## src/rtl/fetch_unit.sv

```systemverilog
// RV32I fetch front end: credit-limited in-order imem requests, prefetch FIFO
// towards decode, and redirect handling that discards stale in-flight words.
module fetch_unit #(
  parameter logic [31:0] RESET_PC   = 32'h0000_0000,
  parameter int          FIFO_DEPTH = 2
) (
  input  logic        clk_i,
  input  logic        rst_i,
  output logic        imem_req_valid_o,
  input  logic        imem_req_ready_i,
  output logic [31:0] imem_req_addr_o,
  input  logic        imem_rsp_valid_i,
  input  logic [31:0] imem_rsp_data_i,
  input  logic        redirect_i,
  input  logic [31:0] redirect_pc_i,
  output logic        instr_valid_o,
  input  logic        instr_ready_i,
  output logic [31:0] instr_o,
  output logic [31:0] instr_pc_o,
  output logic [6:0]  op_o,
  output logic [2:0]  funct3_o,
  output logic        funct7_o
);
  localparam int AW = $clog2(FIFO_DEPTH);
  localparam int CW = AW + 1;
  localparam logic [CW:0]   DEPTH_C = (CW+1)'(FIFO_DEPTH);
  localparam logic [31:0]   PC0     = {RESET_PC[31:2], 2'b00};

  typedef struct packed {
    logic [31:0] instr;
    logic [31:0] pc;
  } entry_t;

  entry_t        mem [FIFO_DEPTH];
  entry_t        head;
  logic [31:0]   fetch_pc, rsp_pc, redir_pc;
  logic [AW-1:0] rd_ptr, wr_ptr;
  logic [CW-1:0] count, inflight, inflight_nxt, drop;
  logic [CW:0]   credit;
  logic          req_fire, discard, push, pop;

  // Credits cover both in-flight and buffered words, so the FIFO never overflows.
  assign credit           = {1'b0, inflight} + {1'b0, count};
  assign imem_req_valid_o = !rst_i && !redirect_i && (credit < DEPTH_C);
  assign imem_req_addr_o  = fetch_pc;
  assign req_fire         = imem_req_valid_o && imem_req_ready_i;

  assign discard  = (drop != '0) || redirect_i;
  assign push     = imem_rsp_valid_i && !discard;
  assign redir_pc = {redirect_pc_i[31:2], 2'b00};

  assign instr_valid_o = (count != '0);
  assign pop           = instr_valid_o && instr_ready_i;

  // Stale storage is never exposed: outputs read zero whenever the FIFO is empty.
  assign head       = mem[rd_ptr];
  assign instr_o    = instr_valid_o ? head.instr : '0;
  assign instr_pc_o = instr_valid_o ? head.pc    : '0;
  assign op_o       = instr_o[6:0];
  assign funct3_o   = instr_o[14:12];
  assign funct7_o   = instr_o[30];

  always_comb begin
    inflight_nxt = inflight;
    if (req_fire && !imem_rsp_valid_i)      inflight_nxt = inflight + CW'(1);
    else if (!req_fire && imem_rsp_valid_i) inflight_nxt = inflight - CW'(1);
  end

  always_ff @(posedge clk_i or posedge rst_i) begin
    if (rst_i) begin
      fetch_pc <= PC0;
      rsp_pc   <= PC0;
      rd_ptr   <= '0;
      wr_ptr   <= '0;
      count    <= '0;
      inflight <= '0;
      drop     <= '0;
    end else begin
      inflight <= inflight_nxt;
      if (redirect_i) begin
        // No request fires in a redirect cycle, so inflight_nxt is the post-response count.
        fetch_pc <= redir_pc;
        rsp_pc   <= redir_pc;
        rd_ptr   <= '0;
        wr_ptr   <= '0;
        count    <= '0;
        drop     <= inflight_nxt;
      end else begin
        if (req_fire) fetch_pc <= fetch_pc + 32'd4;
        if (push) begin
          wr_ptr <= wr_ptr + AW'(1);
          rsp_pc <= rsp_pc + 32'd4;
        end
        if (pop) rd_ptr <= rd_ptr + AW'(1);
        if (push && !pop)      count <= count + CW'(1);
        else if (!push && pop) count <= count - CW'(1);
        if (imem_rsp_valid_i && drop != '0) drop <= drop - CW'(1);
      end
    end
  end

  always_ff @(posedge clk_i) begin
    if (push) mem[wr_ptr] <= '{instr: imem_rsp_data_i, pc: rsp_pc};
  end

endmodule

```

## config.mk

```make
export PLATFORM = sky130hd
export DESIGN_NAME = fetch_unit
export DESIGN_NICKNAME = d
export VERILOG_FILES = /design/src/rtl/fetch_unit.sv
export SDC_FILE = /design/constraint.sdc
export NUM_CORES = 1
export LEC_CHECK = 0
export ABC_AREA = 0
export BUFFER_PORTS_ARGS = -buffer_cell sky130_fd_sc_hd__clkbuf_2
export CAP_MARGIN = 20
export CORE_MARGIN = 1
export CORE_UTILIZATION = 61
export CTS_BUF_LIST = sky130_fd_sc_hd__clkbuf_8
export CTS_CLUSTER_SIZE = 24
export DETAILED_ROUTE_END_ITERATION = 8
export PLACE_DENSITY = 0.88
export SYNTH_ARGS = -nofsm -noshare
export SYNTH_HDL_FRONTEND = slang
export SYNTH_SLANG_ARGS = --single-unit
export TNS_END_PERCENT = 5
```

## constraint.sdc

```tcl
create_clock -name clk_i -period 17.2 [get_ports clk_i]
set_input_delay 1.72 -clock clk_i [delete_from_list [all_inputs] [get_ports clk_i]]
set_output_delay 1.72 -clock clk_i [all_outputs]
set_load 0.03 [all_outputs]
```

==> flow_summary_export.csv <==
group,metric,value,unit
pwr,clkPwrFrac,23.8,%
clock_tree,path_clk_slew,0.08,ns
clock_tree,cts_post_setup_buffers_inserted,0,
clock_tree,clk_path_buf_depth,2,
sta,rsz0062_at_grt,"false",
clock_tree,htreeDepth,4,
global_route,met1_usage,34.43,%
yosys,ys.flop_type,"edfxtp_1",
yosys,synth_cell_types,40,
die,die_w,120.4,µm
global_route,grt_use_met3,5.896,%
run,maxCapViolCount,0,
yosys,yosysTopAreaCell,"edfxtp_1",
finish,fin_nets,906,
setup_path,crit_arrival,3.55,ns
setup_path,critPathRequiredTime,15.48,ns
setup_path,cp-start-kind,"primary input",
sta,fin_crit_sh,30.65,%
die,pin_count,179,
pwr,p_comb_share,26.9,%
pwr,cell_internal_pwr,0.7864,mW
sta,relSlewSlack,28.92,%
yosys,avgSynthCellArea,12.63,µm²
yosys,async_flop_share,35.42,%
route,vias,5903,
pwr,power_switching,0.4181,mW
pwr,sequentialPowerShare,49.3,%
finish,regArea,5429,µm²
finish,drive_gt1_share,27.73,%
min_path,hp-start,"rsp_pc[31]",
setup_path,reg2reg_depth,7,
route,wl_per_cell,17.73,µm
global_route,grt.met2_usage,41.56,%
global_route,grtUsageTotal,25.83,%
setup_path,critPathMaxFanout,48,
sta,setup_violations,0,
place,io_buffers,172,
clock_tree,ctsHoldBuffers,0,
pwr,power.density,121.9,nW/µm²
die,fp.coreArea,13450,µm²
route,drtAntennaViolNets,0,
clock_tree,clock_sinks,192,
sta,max_freq,189.7,MHz
clock_tree,clkLatencyLatePin,0.45,ns
sta,worst_pin_slew,1.066,ns
route,drt_iter0_markers,588,
die,rows,42,
min_path,hp-class,"reg2reg",
global_route,grt_max_degree,64,
setup_path,r2r_slack,13.82,ns
status,status,"finished clean",
yosys,syn-instance-count,677,
finish,diodes,0,
yosys,seq_area_frac_synth,63.45,%
place,dp.final_hpwl,12.44,mm
finish,utilization,73.45,%
sta,skew,0.009089,ns
clock_tree,cts_buffers,17,
pwr,ir_drop,0.06438,mV
global_route,busiest_layer,"met2",
setup_path,crit_type,"in2out",
route,first_pass_iters,5,
pwr,switching_share,34.71,%
place,gp_congestion,0.9229,
yosys,synth_area_leaders,"edfxtp_1 44%, dfrtp_1 20%, mux2i_1 7.4%",
yosys,synth_top_area_share,43.55,%
route,vias_per_cell,5.787,
route,drc,0,
global_route,grt_pass1_wl,28.35,mm
setup_path,reg2reg_from,"count[0]",
setup_path,rr_endpoint,"imem_req_addr_o[6]",
global_route,antenna_found_initial,0,
finish,multi_input_area,2885,µm²
clock_tree,cts_resized,0,
yosys,synth_seq_cells,192,
clock_tree,cts_root_buffer,"clkbuf_8",
sta,finalCriticalPeriod,5.272,ns
clock_tree,cts_tree,"built",
sta,hold_violations,0,
pwr,p_leak,3.846,nW
global_route,grt_pass1_vias,5726,
sta,fin_tns_setup,0,ns
sta,drv_slew,0,
route,wl,18.08,mm
yosys,syn_area,8551,µm²
die,dieArea,14500,µm²
die,start_util,63.56,%
global_route,gr-total-overflow,0,
yosys,ys_warn_count,0,
min_path,hold_end,"mem[0][31]",
yosys,synth_edf_count,124,
setup_path,critPathCaptureType,"primary output",
finish,area_delta_synth_final,15.55,%
finish,num-fill-cells,917,
min_path,min_path_cells,0,
die,fp.dieH,120.4,µm
-- power groups by stage --
stage               Combinational, mW  Clock (mW)  Sequential [mW]
floorplan                       0.239           0            0.597
global placement                0.316           0            0.597
detailed placement              0.323           0            0.602
CTS                             0.326       0.291            0.593
global route                    0.349       0.309            0.600
finish                          0.325       0.286            0.594
-- per-layer routing --
metal | part of all wire, % | vias up
met3 | 7.2 | 28
met1 | 43 | 2836
met5 | 0 | -
met2 | 48 | 289
met4 | 1.9 | 0
li1 | - | 2750
-- worst max path at each step --
stage | startpoint | end | cells after the start
floorplan | redirect_i | mem[1][10] | 3
global placement | redirect_i | imem_req_valid_o | 4
detailed placement | redirect_i | imem_req_valid_o | 4
CTS | redirect_i | imem_req_valid_o | 4
global route | redirect_i | imem_req_valid_o | 4
finish | redirect_i | imem_req_valid_o | 4
-- sequential cells by signal, indices dropped and copies added, names as in the netlist --
name and flops:
rd_ptr 1, rsp_pc 30, drop 2, mem 124, imem_req_addr_o 30, inflight 2, wr_ptr 1, count 2
-- Yosys cell counts, types with 8 or more instances --
| cell type | number |
|---|---|
| edfxtp_1 | 124 |
| xor2_1 | 22 |
| nand3_1 | 23 |
| nand2_1 | 45 |
| o21ai_0 | 29 |
| o311ai_0 | 11 |
| dfrtp_1 | 68 |
| xnor2_1 | 26 |
| nand4_1 | 25 |
| clkbuf_1 | 24 |
| inv_1 | 12 |
| mux2_2 | 20 |
| mux2i_1 | 63 |
| and3_1 | 13 |
| nor3_1 | 9 |
| a21boi_0 | 8 |
| nor2_1 | 86 |
| buf_4 | 15 |
-- worst max-delay path: stages --
cell and delay, ns:
clkbuf_2 0.52, or4_1 0.90, inv_1 0.16, clkbuf_2 0.22
-- cells by family after synthesis --
group / share of synthesized area [%]
compound gates: 4.931
xor+xnor: 4.917
fa+ha+maj: 0.6732
buf+inv: 3.146
flops: 63.45
mux: 10.01
other cells: 0.04386
simple gates: 12.83
-- per-stage QoR --
stage	cells	worst slack [ns]	hold WS [ns]	power, mW	instance area, µm²
finish	1020	11.93	0.5074	1.205	9881
global route	1020	11.85	0.5135	1.258	9881
CTS	1019	11.98	0.5062	1.210	9853
detailed placement	988	11.99	0.4929	0.9258	9470
global placement	988	12.02	0.4765	0.9134	9470
floorplan	680	9.948	0.4573	0.8355	8562
-- cells in the final DEF, fill, tap and decap left out, drive strengths merged, types with 11 or more instances in the layout --
cell type / count
nand3: 23
nand2: 45
inv: 12
edfxtp: 124
nand4: 25
and3: 13
clkbuf: 189
xor2: 22
nor2: 86
o21ai: 29
mux2: 20
xnor2: 26
o311ai: 11
mux2i: 63
nor3: 11
dfrtp: 68
-- cell type report --
type,count,share of cell area (%)
Clock buffer,17,2.368
Clock inverter,14,1.507
Inverter,12,0.4559
Multi-Input combinational cell,432,29.20
Sequential cell,192,54.94
Tap cell,176,2.229
Timing Repair Buffer,177,9.295
Note: power is estimated with default switching activity, not from simulation.
